File: src/rtl/writeback_arbiter.sv
// Round-robin merge of execute-unit commit streams into one registered writeback stream, locking across sop..eop packets.
// Latency 1 cycle; commit_ready is the one-hot grant, since writeback itself never stalls. Optional WB_ARB_PERF_EN adds a stall-cycle counter.
module writeback_arbiter #(
    parameter int NUM_INPUTS  = 3,
    parameter int NUM_THREADS = 4,
    parameter int XLEN        = 32,
    parameter int UUID_WIDTH  = 1,
    parameter int WIS_W       = 2,
    parameter int PC_BITS     = 30,
    parameter int NR_BITS     = 6
) (
    input  logic                                 clk,
    input  logic                                 reset,
    input  logic [NUM_INPUTS-1:0]                commit_valid,
    input  logic [NUM_INPUTS*UUID_WIDTH-1:0]     commit_uuid,
    input  logic [NUM_INPUTS*WIS_W-1:0]          commit_wis,
    input  logic [NUM_INPUTS*NUM_THREADS-1:0]    commit_tmask,
    input  logic [NUM_INPUTS*PC_BITS-1:0]        commit_PC,
    input  logic [NUM_INPUTS*NR_BITS-1:0]        commit_rd,
    input  logic [NUM_INPUTS*NUM_THREADS*XLEN-1:0] commit_data,
    input  logic [NUM_INPUTS-1:0]                commit_sop,
    input  logic [NUM_INPUTS-1:0]                commit_eop,
    output logic [NUM_INPUTS-1:0]                commit_ready,
    output logic                                 writeback_valid,
    output logic [UUID_WIDTH-1:0]                writeback_uuid,
    output logic [WIS_W-1:0]                     writeback_wis,
    output logic [NUM_THREADS-1:0]               writeback_tmask,
    output logic [PC_BITS-1:0]                   writeback_PC,
    output logic [NR_BITS-1:0]                   writeback_rd,
    output logic [NUM_THREADS*XLEN-1:0]          writeback_data,
    output logic                                 writeback_sop,
    output logic                                 writeback_eop
`ifdef WB_ARB_PERF_EN
    ,
    output logic [31:0]                          perf_stall_cycles
`endif
);
    localparam int PTR_W = (NUM_INPUTS > 1) ? $clog2(NUM_INPUTS) : 1;
    localparam int DW    = NUM_THREADS * XLEN;

    typedef enum logic {UNLOCKED, LOCKED} state_t;

    state_t                state_q, state_d;
    logic [PTR_W-1:0]      ptr_q, ptr_d;
    logic [PTR_W-1:0]      owner_q, owner_d;
    logic [PTR_W-1:0]      win_idx;
    logic [PTR_W:0]        rr_sum;
    logic [NUM_INPUTS-1:0] grant;
    logic                  xfer;
    logic                  win_eop;

    logic                  wb_valid_q;
    logic [UUID_WIDTH-1:0] wb_uuid_q;
    logic [WIS_W-1:0]      wb_wis_q;
    logic [NUM_THREADS-1:0] wb_tmask_q;
    logic [PC_BITS-1:0]    wb_pc_q;
    logic [NR_BITS-1:0]    wb_rd_q;
    logic [DW-1:0]         wb_data_q;
    logic                  wb_sop_q;
    logic                  wb_eop_q;

    // Scan from the highest offset down so the last hit is the first valid input at or after the pointer.
    always_comb begin
        grant   = '0;
        win_idx = '0;
        rr_sum  = '0;
        if (state_q == LOCKED) begin
            win_idx        = owner_q;
            grant[owner_q] = commit_valid[owner_q];
        end else begin
            for (int k = NUM_INPUTS - 1; k >= 0; k--) begin
                rr_sum = {1'b0, ptr_q} + (PTR_W + 1)'(k);
                if (rr_sum >= (PTR_W + 1)'(NUM_INPUTS)) begin
                    rr_sum = rr_sum - (PTR_W + 1)'(NUM_INPUTS);
                end
                if (commit_valid[rr_sum[PTR_W-1:0]]) begin
                    grant                    = '0;
                    grant[rr_sum[PTR_W-1:0]] = 1'b1;
                    win_idx                  = rr_sum[PTR_W-1:0];
                end
            end
        end
        if (reset) begin
            grant = '0;
        end
    end

    assign commit_ready = grant;
    assign xfer         = |grant;
    assign win_eop      = commit_eop[win_idx];

    always_comb begin
        state_d = state_q;
        owner_d = owner_q;
        ptr_d   = ptr_q;
        if (xfer) begin
            if (win_eop) begin
                state_d = UNLOCKED;
                ptr_d   = (win_idx == PTR_W'(NUM_INPUTS - 1)) ? '0 : win_idx + 1'b1;
            end else begin
                state_d = LOCKED;
                owner_d = win_idx;
            end
        end
    end

    always_ff @(posedge clk) begin
        if (reset) begin
            state_q <= UNLOCKED;
            owner_q <= '0;
            ptr_q   <= '0;
        end else begin
            state_q <= state_d;
            owner_q <= owner_d;
            ptr_q   <= ptr_d;
        end
    end

    // Fields hold their last value on idle cycles; only valid drops.
    always_ff @(posedge clk) begin
        if (reset) begin
            wb_valid_q <= 1'b0;
            wb_uuid_q  <= '0;
            wb_wis_q   <= '0;
            wb_tmask_q <= '0;
            wb_pc_q    <= '0;
            wb_rd_q    <= '0;
            wb_data_q  <= '0;
            wb_sop_q   <= 1'b0;
            wb_eop_q   <= 1'b0;
        end else begin
            wb_valid_q <= xfer;
            if (xfer) begin
                wb_uuid_q  <= commit_uuid[win_idx*UUID_WIDTH +: UUID_WIDTH];
                wb_wis_q   <= commit_wis[win_idx*WIS_W +: WIS_W];
                wb_tmask_q <= commit_tmask[win_idx*NUM_THREADS +: NUM_THREADS];
                wb_pc_q    <= commit_PC[win_idx*PC_BITS +: PC_BITS];
                wb_rd_q    <= commit_rd[win_idx*NR_BITS +: NR_BITS];
                wb_data_q  <= commit_data[win_idx*DW +: DW];
                wb_sop_q   <= commit_sop[win_idx];
                wb_eop_q   <= win_eop;
            end
        end
    end

    assign writeback_valid = wb_valid_q;
    assign writeback_uuid  = wb_uuid_q;
    assign writeback_wis   = wb_wis_q;
    assign writeback_tmask = wb_tmask_q;
    assign writeback_PC    = wb_pc_q;
    assign writeback_rd    = wb_rd_q;
    assign writeback_data  = wb_data_q;
    assign writeback_sop   = wb_sop_q;
    assign writeback_eop   = wb_eop_q;

`ifdef WB_ARB_PERF_EN
    logic [31:0] stall_cnt_q;

    always_ff @(posedge clk) begin
        if (reset) begin
            stall_cnt_q <= '0;
        end else if (|(commit_valid & ~commit_ready)) begin
            stall_cnt_q <= stall_cnt_q + 32'd1;
        end
    end

    assign perf_stall_cycles = stall_cnt_q;
`endif

endmodule

File: config.mk
export PLATFORM = sky130hd
export DESIGN_NAME = writeback_arbiter
export DESIGN_NICKNAME = d
export VERILOG_FILES = /design/src/rtl/writeback_arbiter.sv
export SDC_FILE = /design/constraint.sdc
export NUM_CORES = 1
export LEC_CHECK = 0
export ABC_AREA = 0
export BUFFER_PORTS_ARGS = -buffer_cell sky130_fd_sc_hd__buf_4
export CORE_AREA = 2 2 273 275
export DETAILED_ROUTE_END_ITERATION = 7
export DIE_AREA = 0 0 275 277
export GPL_TIMING_DRIVEN = 1
export SLEW_MARGIN = 40
export SYNTH_ARGS = -nofsm -noshare
export SYNTH_HDL_FRONTEND = slang
export SYNTH_SLANG_ARGS = --single-unit
File: constraint.sdc
create_clock -name clk -period 4.02 [get_ports clk]
set_input_delay 0.402 -clock clk [delete_from_list [all_inputs] [get_ports clk]]
set_output_delay 0.402 -clock clk [all_outputs]
set_load 0.05 [all_outputs]
=== Yosys cells after proc, flatten, opt, wreduce, memory -nomap -nowiden ===
Cells that the tools add are included.

* Flip-flop bits (word level): 179
* Word-level logic and storage cells: 85

* Add/subtract/negate cells: 6
* $mul: 2
* $lt $le $gt $ge: 12
* Eq/ne operators: 1
* Shifts and indexed selects: 6
* Muxes and demuxes: 37
* Bitwise logic cells: 2
* Reductions and logical operators: 7

{| class="wikitable"
|+ Operators by type and width
! cell !! count
|-
| $shiftx A384 B10 Y128 || 1
|-
| $shiftx A90 B8 Y30 || 1
|-
| $mux W2 || 11
|-
| $shiftx A18 B6 Y6 || 1
|-
| $lt A2 B3 Y1 const B || 5
|-
| $mux W3 || 5
|-
| $bmux W1 S2 || 6
|-
| $shiftx A12 B5 Y4 || 1
|-
| $mux W1 || 11
|-
| $demux W1 S2 || 4
|-
| $ge A2 B1 Y1 const B || 4
|-
| $ge A3 B2 Y1 const B || 2
|-
| $mul A2 B4 Y6 const B || 1
|-
| $shiftx A6 B4 Y2 || 1
|-
| $sub A2 B2 Y2 const B || 3
|-
| $logic_and A1 B1 Y1 || 4
|-
| $mul A2 B2 Y4 const B || 1
|-
| $reduce_and A2 Y1 || 2
|-
| $add A2 B1 Y3 const B || 1
|-
| $add A2 B2 Y3 const B || 1
|-
| $and A3 B3 Y3 || 1
|-
| $reduce_or A3 Y1 || 1
|-
| $shiftx A3 B3 Y1 || 1
|-
| $add A2 B1 Y2 const B || 1
|-
| other kinds (3) || 3
|}

=== Logic depth before layout (Yosys ltp) ===
Gate-level depths: netlist (run 1).

* Depth in word-level cells: 15
* Gate-level depth with buffers: 13
* Depth with buffers taken out: 10

=== Worst setup path after synthesis (run 1) ===
Ideal clock, no wire load.

* Kind: register -> register
* From: reg ptr_q[0]
* To: reg wb_data_q[10], in the netlist writeback_data[10]
* Arrival: 2830 ps
* Data required time: 3942 ps
* Setup slack: 1112 ps
* Stages on the path, launching flop included: 14
* Cell sequence: dfxtp_1 > inv_1 > ha_1 > buf_2 > mux2i_1 > o21ai_0 > a31oi_1 > o2bb2ai_1 > nor3_4 > inv_2 > buf_4 > clkbuf_1 > nor2_1 > nor3_1

* Longest elaborated chain between the ends: 14
* Elaborated cells on any way between the ends: 46
* Classes of those cells: add/sub: 5; order compare: 9; shift: 1; mux: 27; reduce/logical: 4

{| class="wikitable"
|+ RTL lines
! item !! RTL line !! source
|-
| start: declaration || 44 || <nowiki>logic [PTR_W-1:0] ptr_q, ptr_d;</nowiki>
|-
| start signal: assignment || 115 || <nowiki>ptr_q <= ptr_d;</nowiki>
|-
| $add A2 B2 Y3 || 72 || <nowiki>rr_sum = {1'b0, ptr_q} + (PTR_W + 1)'(k);</nowiki>
|-
| $ge A3 B2 Y1 / $sub A2 B2 Y2 (equally long branches) || 73, 74 ||
|-
| $mux W2 || 73 || <nowiki>if (rr_sum >= (PTR_W + 1)'(NUM_INPUTS)) begin</nowiki>
|-
| $mux W2 || 67 || <nowiki>if (state_q == LOCKED) begin</nowiki>
|-
| $lt A2 B3 Y1 (implied by the code) / $ge A2 B1 Y1 (equally long branches) || 78 || <nowiki>grant[rr_sum[PTR_W-1:0]] = 1'b1;</nowiki>
|-
| $logic_and A1 B1 Y1 (implied by the code) || 78 ||
|-
| $mux W1 (implied by the code) || 78 ||
|-
| $demux W1 S2 || 78 ||
|-
| $mux W3 (2 in series) || 76 || <nowiki>if (commit_valid[rr_sum[PTR_W-1:0]]) begin</nowiki>
|-
| $mux W3 (*) || 76 ||
|-
| $mux W3 (*) || 67 ||
|-
| $mux W3 (*) || 83 || <nowiki>if (reset) begin</nowiki>
|-
| net commit_ready[0] || 23 || <nowiki>output logic [NUM_INPUTS-1:0] commit_ready,</nowiki>
|-
| $reduce_or A3 Y1 (*) || 89 || <nowiki>assign xfer = |grant;</nowiki>
|-
| end signal: assignment || 139 || <nowiki>wb_data_q <= commit_data[win_idx*DW +: DW];</nowiki>
|-
| end: declaration || 58 || <nowiki>logic [DW-1:0] wb_data_q;</nowiki>
|}

Mark *: on every way through the listed nets, which the timed path passes. The rest lies on a longest branch. The select of a mux whose other input is x is not followed.
A chain may end at the register's enable or synchronous reset.

=== Worst setup path after layout (run 1) ===
* From: reg ptr_q[0]
* To: reg wb_pc_q[21], in the netlist writeback_PC[21]

* Longest elaborated chain between the ends: 14
* Elaborated cells on any way between the ends: 47
* Classes of those cells: add/sub: 5; mul: 1; order compare: 9; shift: 1; mux: 27; reduce/logical: 4

{| class="wikitable"
|+ RTL lines
! item !! RTL line !! source
|-
| parallel branches: the longest is 14 deep, another holds $mul A2 B4 Y6 || -- ||
|-
| end signal: assignment || 137 || <nowiki>wb_pc_q <= commit_PC[win_idx*PC_BITS +: PC_BITS];</nowiki>
|-
| end: declaration || 56 || <nowiki>logic [PC_BITS-1:0] wb_pc_q;</nowiki>
|}

Several ways; the timed one is not identified. The select of a mux whose other input is x is not followed.

==> results of run 1 <==
==> final timing paths <==
kind	slack, ns	endpoint	cells past startpoint	from
min reg2reg	0.49	writeback_data[121]$_SDFFE_PP0P_	2	writeback_data[121]$_SDFFE_PP0P_
min	0.24	ptr_q[0]$_SDFFE_PP0P_	3	commit_eop[0]
max	0.48	writeback_PC[21]$_SDFFE_PP0P_	12	ptr_q[0]$_SDFFE_PP0P_
max reg2reg	0.48	writeback_PC[21]$_SDFFE_PP0P_	12	ptr_q[0]$_SDFFE_PP0P_
==> cell families after synthesis <==
group,share of synthesized area (%)
compound gates,17.4
fa+ha+maj,0.391
buf+inv,6.17
flops,37.3
mux,20.8
simple gates,17.8
==> where the power goes <==
part / internal (mW) / switching, mW / total [mW]
Clock: 1.03 / 0.838 / 1.86
Sequential: 2.38 / 0.365 / 2.75
Combinational: 2.37 / 4.44 / 6.81
Total: 5.78 / 5.64 / 11.4
==> cell usage after synthesis (all sizes together) <==
cell     number
o21ai         4
o2bb2ai       1
or3           2
a221oi      172
and2          2
o31ai         1
mux2i         5
nor2        179
inv           6
dfxtp       179
buf          60
nor4b         1
o22ai         1
nor4          2
nand3         1
clkbuf       59
a31oi         2
nor2b         1
a211oi        1
or2           1
a21oi         7
nand4b        2
nor3        176
a311oi        1
o31a          2
o21bai        1
nand2         6
nor3b         2
mux2        173
a22oi         1
ha            3
nand3b        3
o21a          1
==> through the flow <==
stage	hold slack, ns	util, %
2_1_floorplan	0.476	-
3_3_place_gp	0.476	21.7
3_5_place_dp	0.479	21.7
4_1_cts	0.179	22.5
5_1_grt	0.201	22.5
6_report	0.240	22.5
==> state kept, by name, indices dropped and copies added (netlist names) <==
signal           cells
writeback_data     128
writeback_PC        30
writeback_rd         6
writeback_tmask      4
owner_q              2
ptr_q                2
writeback_wis        2
state_q              1
writeback_eop        1
writeback_sop        1
writeback_uuid       1
writeback_valid      1
==> final cells by class <==
type	count	area (um^2)
fillers	8105	57000
repair buffers	735	5700
multi-input cells	754	5420
flip-flops and latches	179	3580
well taps	969	1210
clock buffers	20	457
clock inverters	12	166
inverters	6	27.5
==> worst min-delay path, cell delays in order <==
cell	delay (ns)
sky130_fd_sc_hd__buf_4	0.12
sky130_fd_sc_hd__nand4b_1	0.08
sky130_fd_sc_hd__a21oi_1	0.06
==> per-layer routing <==
metal / vias up / GRT usage (%) / part of all wire [%]
li1: 5290 / - / -
met1: 5174 / 13.1 / 39
met2: 566 / 20.3 / 48
met3: 77 / 3.60 / 8.6
met4: 2 / 6.49 / 4.5
met5: - / 0 / 0.027
==> impl_table.tex, run 1 <==
\begin{tabular}{lr}
\hline
Metric & Value \\
\hline
\multicolumn{2}{l}{\textbf{Logic synthesis}} \\
Library cells used by synthesis & 40 \\
Synth Cell Area & 9600 um\^{}2 \\
Average footprint of a synthesized cell & 9.07 um\^{}2 \\
Number of nets produced by synthesis & between 1500 and 2000 \\
Cell taking the most area after synthesis & sky130\_fd\_sc\_hd\_\_dfxtp\_1 \\
Top post-synthesis cells by area & sky130\_fd\_sc\_hd\_\_dfxtp\_1, sky130\_fd\_sc\_hd\_\_a221oi\_1, sky130\_fd\_sc\_hd\_\_mux2\_1, sky130\_fd\_sc\_hd\_\_nor3\_1, sky130\_fd\_sc\_hd\_\_nor2\_1 \\
Fraction of synthesized cell area taken by the top area cell type & a little under two fifths \\
Number of flip-flops and latches in the synthesized netlist & about 180 \\
Synth Instances & 1058 \\
Yosys synthesis warning count & 0 \\
Sequential cell area fraction in the yosys report & between 30\% and 40\% \\
\multicolumn{2}{l}{\textbf{CTS}} \\
Number of sinks driven by the clock tree & 179 \\
Postcts setup bufs & 0 \\
Insertion delay of the later-clocked pin in the worst-skew pair & 0.48 ns \\
Number of CTS-inserted buffers & 17 \\
Number of buffers added to fix hold violations after cts & 0 \\
Worst-path clk slew & 0.07 ns \\
Root buffer cell & sky130\_fd\_sc\_hd\_\_clkbuf\_16 \\
H-tree depth & 4 \\
Buffers from clock root to sink, at most & 2 \\
Resized Gates After CTS & 0 \\
TritonCTS clock tree & built \\
\multicolumn{2}{l}{\textbf{Worst setup path}} \\
Number of buffer and inverter instances along the worst setup path & 4 \\
Crit path required time & between 4 and 5 ns \\
Peak per-stage delay on the critical path & about 0.50 ns \\
Critical path class & flip-flop to flip-flop \\
Crit-path leading delay family & compound AO/OA/AOI/OAI gates \\
Largest driver fanout on the critical path & 48 \\
Critical Path Start Type & flip-flop \\
Data arrival time of the worst path & 3.87 ns \\
Highest-delay cell along the critical path & sky130\_fd\_sc\_hd\_\_a221oi\_1 \\
Critical-path cell list & inv\_1, ha\_1, mux2i\_1, o21a\_1, a311oi\_2, o31ai\_4, buf\_12, buf\_12, mux2\_1, a221oi\_1, buf\_4, nor3\_1 \\
Most frequent cell on the critical path & sky130\_fd\_sc\_hd\_\_buf\_12 \\
Nature of the critical path endpoint & flip-flop \\
\multicolumn{2}{l}{\textbf{Placement}} \\
Number of port buffers & 700 \\
Total cell area at the placement stage & 15900 um\^{}2 \\
Placed cells & 2643 \\
Weighted congestion reported at the end of routability-driven placement & 0.842 \\
Post-Place Worst Slack & 0.491 ns \\
Detailed placement HPWL & 37.5 mm \\
\multicolumn{2}{l}{\textbf{Layout}} \\
Final cell count without fillers & 2675 \\
Antenna cell count & 0 \\
Highest-count cells in the layout ignoring fill and taps & sky130\_fd\_sc\_hd\_\_buf\_4, sky130\_fd\_sc\_hd\_\_dfxtp\_1, sky130\_fd\_sc\_hd\_\_nor2\_1 \\
Ratio of cells with drive above 1 in the final layout & between 40 and 50\% \\
Most frequent standard cell in the layout excluding fill and tap cells & sky130\_fd\_sc\_hd\_\_buf\_4 \\
Final layout net count & 2220 \\
P\&R area growth vs syn & 72.7\% \\
Final instance area & 16600 um\^{}2 \\
\multicolumn{2}{l}{\textbf{Die}} \\
Number of rows in the core area & 100 \\
Die outline height & 277 um \\
Chip width & 275 um \\
Die area & about 76000 um\^{}2 \\
Core Box Area & 73600 um\^{}2 \\
Effective utilization at floorplan & 13.0\% \\
Io pins & 701 \\
\multicolumn{2}{l}{\textbf{Timing}} \\
Least-Margin Pin Slew & 0.791 ns \\
Setup repair after global routing missed its margin & false \\
Headroom to the max-slew limit & between 40 and 50\% \\
Share of the clock period used by the worst path & 88.0\% \\
Fmax & 283 MHz \\
Accumulated negative setup slack & 0 ns \\
Final setup violating endpoints & 0 \\
Fin. Hold Viols & 0 \\
PnR worst setup slack & 0.482 ns \\
Number of max-slew violations in the final report & 0 \\
Worst-case clock skew & 0.0135 ns \\
Period minus WS final & 3.54 ns \\
\multicolumn{2}{l}{\textbf{Job}} \\
\# Max-Cap Violations & 0 \\
\multicolumn{2}{l}{\textbf{Global route}} \\
Global-route wire length before repair & 67.9 mm \\
Via count of the first global-routing pass & 11000 \\
Global router's overall resource usage & 11.9\% \\
Grt ovf & 0 \\
Initial antenna violation count & 1 \\
Maximum number of pins on one net before global-route repair & 92 \\
\multicolumn{2}{l}{\textbf{Routing}} \\
Iteration-0 DRC count of the detailed router & about 560 \\
Via density per instance & approximately 4.2 \\
Final ANT Viol Nets & 0 \\
Wire length after detailed routing & $\sim$48 mm \\
Post-DR wirelength/cell & 17.9 um \\
Via total after detailed routing & between 10000 and 15000 \\
Pre-antenna DRT Iters & 5 \\
DR DRC count & 0 \\
\multicolumn{2}{l}{\textbf{Power}} \\
Post-layout power & 11.4 mW \\
Max rail drop VDD & 0.000304 V \\
Leakage & just over 7 nW \\
Pwr dens & 689 nW/um\^{}2 \\
\multicolumn{2}{l}{\textbf{Run status}} \\
Result of the run & complete, no violations \\
\multicolumn{2}{l}{\textbf{Hold path}} \\
Worst hold path class & input port to flip-flop \\
\hline
\end{tabular}
Note: power is estimated with default switching activity, not from simulation.
==> run 2, diff against run 1 <==
--- a/config.mk
+++ b/config.mk
@@ -7,9 +7,9 @@
 export LEC_CHECK = 0
 export ABC_AREA = 0
 export BUFFER_PORTS_ARGS = -buffer_cell sky130_fd_sc_hd__buf_4
-export CORE_AREA = 2 2 273 275
+export CORE_AREA = 2 2 275 277
 export DETAILED_ROUTE_END_ITERATION = 7
-export DIE_AREA = 0 0 275 277
+export DIE_AREA = 0 0 277 279
 export GPL_TIMING_DRIVEN = 1
 export SLEW_MARGIN = 40
 export SYNTH_ARGS = -nofsm -noshare
==> run 2 against run 1 <==
  * Count of clock-buffer cells in the layout is 2 lower
  * Combinational power decreased by 1%
  * Power shrank 1.2%
  * Routed wire length decreased by 3.2%
  * Largest cell class unchanged
  * Worst setup slack better by 0.078 ns
  * Non-clock buffer count shrank 2
  * Clock power down 3%
==> impl_table.tex, run 2 (same netlist as run 1, synthesis figures left out) <==
\begin{tabular}{lr}
\hline
Metric & Value \\
\hline
\multicolumn{2}{l}{\textbf{Timing}} \\
Share of the clock period used by the worst path & 86.1\% (-1.9 points) \\
Final setup violating endpoints & 0 (unchanged) \\
Worst-case clock skew & 0.0183 ns (+0.00473 ns) \\
Fin. Hold Viols & 0 (unchanged) \\
Final hold slack & 0.239 ns (-0.000784 ns) \\
Number of max-slew violations in the final report & 0 (unchanged) \\
Headroom to the max-slew limit & 48.6\% (+1.3 points) \\
Fmax & 289 MHz (+2.3\%) \\
Least-Margin Pin Slew & 0.771 ns (-0.0202 ns) \\
Period minus WS final & 3.46 ns (-0.0782 ns) \\
Setup repair after global routing missed its margin & false \\
PnR worst setup slack & 0.560 ns (+0.0782 ns) \\
Accumulated negative setup slack & 0 ns (unchanged) \\
\multicolumn{2}{l}{\textbf{Worst setup path}} \\
Critical path class & flip-flop to flip-flop \\
Highest-delay cell along the critical path & sky130\_fd\_sc\_hd\_\_nor2\_4 \\
Largest driver fanout on the critical path & 35 (-27\%) \\
Peak per-stage delay on the critical path & 0.63 ns (+0.13 ns) \\
Nature of the critical path endpoint & flip-flop \\
Critical-path cell list & inv\_1, ha\_1, mux2i\_1, o21a\_1, a311oi\_2, o31ai\_4, nor2\_4, buf\_12, buf\_4, a221oi\_1, nor3\_1 \\
Crit path required time & 4.41 ns (+0.06 ns) \\
Data arrival time of the worst path & 3.85 ns (-0.02 ns) \\
Critical Path Start Type & flip-flop \\
\multicolumn{2}{l}{\textbf{Layout}} \\
Flip-flop count of the largest register, all copies and words added & 128 (unchanged) \\
Final layout net count & 2218 (-0.090\%) \\
Ratio of cells with drive above 1 in the final layout & 48.7\% (about the same) \\
Filler Cells Inserted & 8134 (+0.36\%) \\
P\&R area growth vs syn & 71.9\% \\
Most frequent standard cell in the layout excluding fill and tap cells & sky130\_fd\_sc\_hd\_\_buf\_4 \\
Highest-count cells in the layout ignoring fill and taps & sky130\_fd\_sc\_hd\_\_buf\_4, sky130\_fd\_sc\_hd\_\_dfxtp\_1, sky130\_fd\_sc\_hd\_\_nor2\_1 \\
\multicolumn{2}{l}{\textbf{Power}} \\
Pwr dens & 683 nW/um\^{}2 (-0.83\%) \\
Max rail drop VDD & 0.000317 V (+4.5\%) \\
Leakage & 7.10 nW (-0.63\%) \\
\multicolumn{2}{l}{\textbf{Routing}} \\
Via density per instance & 4.15 (about the same) \\
Wire length after detailed routing & 46.4 mm (-3.2\%) \\
Pre-antenna DRT Iters & 5 (unchanged) \\
DR DRC count & 0 (unchanged) \\
Post-DR wirelength/cell & 17.3 um (-3.2\%) \\
Final ANT Viol Nets & 0 (unchanged) \\
Via total after detailed routing & 11100 (+0.054\%) \\
Iteration-0 DRC count of the detailed router & 475 (-15\%) \\
\multicolumn{2}{l}{\textbf{Die}} \\
Effective utilization at floorplan & 13.0\% (-0.088 points) \\
Chip width & 277 um (+0.73\%) \\
Number of rows in the core area & 100 (unchanged) \\
Die outline height & 279 um (+0.72\%) \\
Core Box Area & 74100 um\^{}2 (+0.68\%) \\
Io pins & 701 (unchanged) \\
Die area & 77300 um\^{}2 (+1.5\%) \\
\multicolumn{2}{l}{\textbf{Placement}} \\
Detailed placement HPWL & 36.5 mm (-2.5\%) \\
Weighted congestion reported at the end of routability-driven placement & 0.840 (-0.21\%) \\
Number of port buffers & 700 (unchanged) \\
Post-Place Worst Slack & 0.631 ns (+0.140 ns) \\
\multicolumn{2}{l}{\textbf{Global route}} \\
Global-route wire length before repair & 68.2 mm (+0.41\%) \\
Maximum number of pins on one net before global-route repair & 85 (-7.6\%) \\
Via count of the first global-routing pass & 11200 (+1.2\%) \\
Global router's overall resource usage & 11.6\% (-0.36 points) \\
Grt ovf & 0 (unchanged) \\
Initial antenna violation count & 4 (+3) \\
\multicolumn{2}{l}{\textbf{CTS}} \\
Buffers from clock root to sink, at most & 2 (unchanged) \\
Number of buffers added to fix hold violations after cts & 0 (unchanged) \\
Postcts setup bufs & 0 (unchanged) \\
H-tree depth & 4 (unchanged) \\
Worst-path clk slew & 0.08 ns (about the same) \\
TritonCTS clock tree & built \\
Number of sinks driven by the clock tree & 179 (unchanged) \\
Number of CTS-inserted buffers & 17 (unchanged) \\
Resized Gates After CTS & 0 (unchanged) \\
Root buffer cell & sky130\_fd\_sc\_hd\_\_clkbuf\_16 \\
Insertion delay of the later-clocked pin in the worst-skew pair & 0.48 ns (about the same) \\
\multicolumn{2}{l}{\textbf{Run status}} \\
Result of the run & complete, no violations \\
\multicolumn{2}{l}{\textbf{Job}} \\
\# Max-Cap Violations & 0 (unchanged) \\
\multicolumn{2}{l}{\textbf{Hold path}} \\
Worst hold path class & input port to flip-flop \\
\hline
\end{tabular}
run 2: cell types whose count changed in the layout (fill, tap and decap cells not counted), sizes merged:
cell,delta
clkbuf,-2
buf,-2
diode,+3
bufinv,-1
clkinv,+1
clkinvlp,+2
run 2: worst max-delay path: cells and delay by family (launching register included):
| family | cells | cell delay (ns) |
|---|---|---|
| buffers and inverters | 3 | 0.66 |
| adder cells (fa/ha/maj) | 1 | 0.41 |
| flip-flops | 1 | 0.36 |
| multiplexers | 1 | 0.16 |
| AO/OA/AOI/OAI | 4 | 0.84 |
| AND/OR/NAND/NOR | 2 | 0.86 |
run 2: final cells by class:
cell class	count	area (um^2)	share of cell area [%]
repair buffers	733	5640	34.2
clock inverters	14	173	1.05
flip-flops and latches	179	3580	21.7
multi-input cells	754	5420	32.9
inverters	6	27.5	0.167
clock buffers	18	439	2.66
diodes	3	7.51	0.0455
well taps	969	1210	7.35
run 2: final timing paths:
path / from / to / slack [ns] / depth (start not counted)
max reg2reg: ptr_q[0]$_SDFFE_PP0P_ / writeback_data[125]$_SDFFE_PP0P_ / 0.56 / 11
min: reset / ptr_q[0]$_SDFFE_PP0P_ / 0.24 / 2
max: ptr_q[0]$_SDFFE_PP0P_ / writeback_data[125]$_SDFFE_PP0P_ / 0.56 / 11
min reg2reg: writeback_data[39]$_SDFFE_PP0P_ / writeback_data[39]$_SDFFE_PP0P_ / 0.49 / 2
run 2: routing by layer:
| metal | vias to the layer above | GRT usage [%] | share of wire (%) |
|---|---|---|---|
| met5 | - | 0 | 0 |
| met4 | 0 | 7.27 | 5.4 |
| met3 | 77 | 3.65 | 8.3 |
| met2 | 588 | 19.5 | 49 |
| met1 | 5165 | 12.6 | 38 |
| li1 | 5285 | - | - |
run 2: per-stage QoR:
step,instance area [um^2],power [mW],cells,utilization [%]
global route,16500,12.0,2676,22.3
detailed placement,15900,9.53,2641,21.4
floorplan,9600,7.23,1058,-
finish,16500,11.3,2676,22.3
global placement,15900,9.52,2641,21.4
CTS,16500,11.4,2673,22.3
run 2: power breakdown:
part	switching (mW)	total, mW	internal (mW)
Combinational	4.40	6.73	2.33
Sequential	0.355	2.74	2.38
Clock	0.857	1.81	0.954
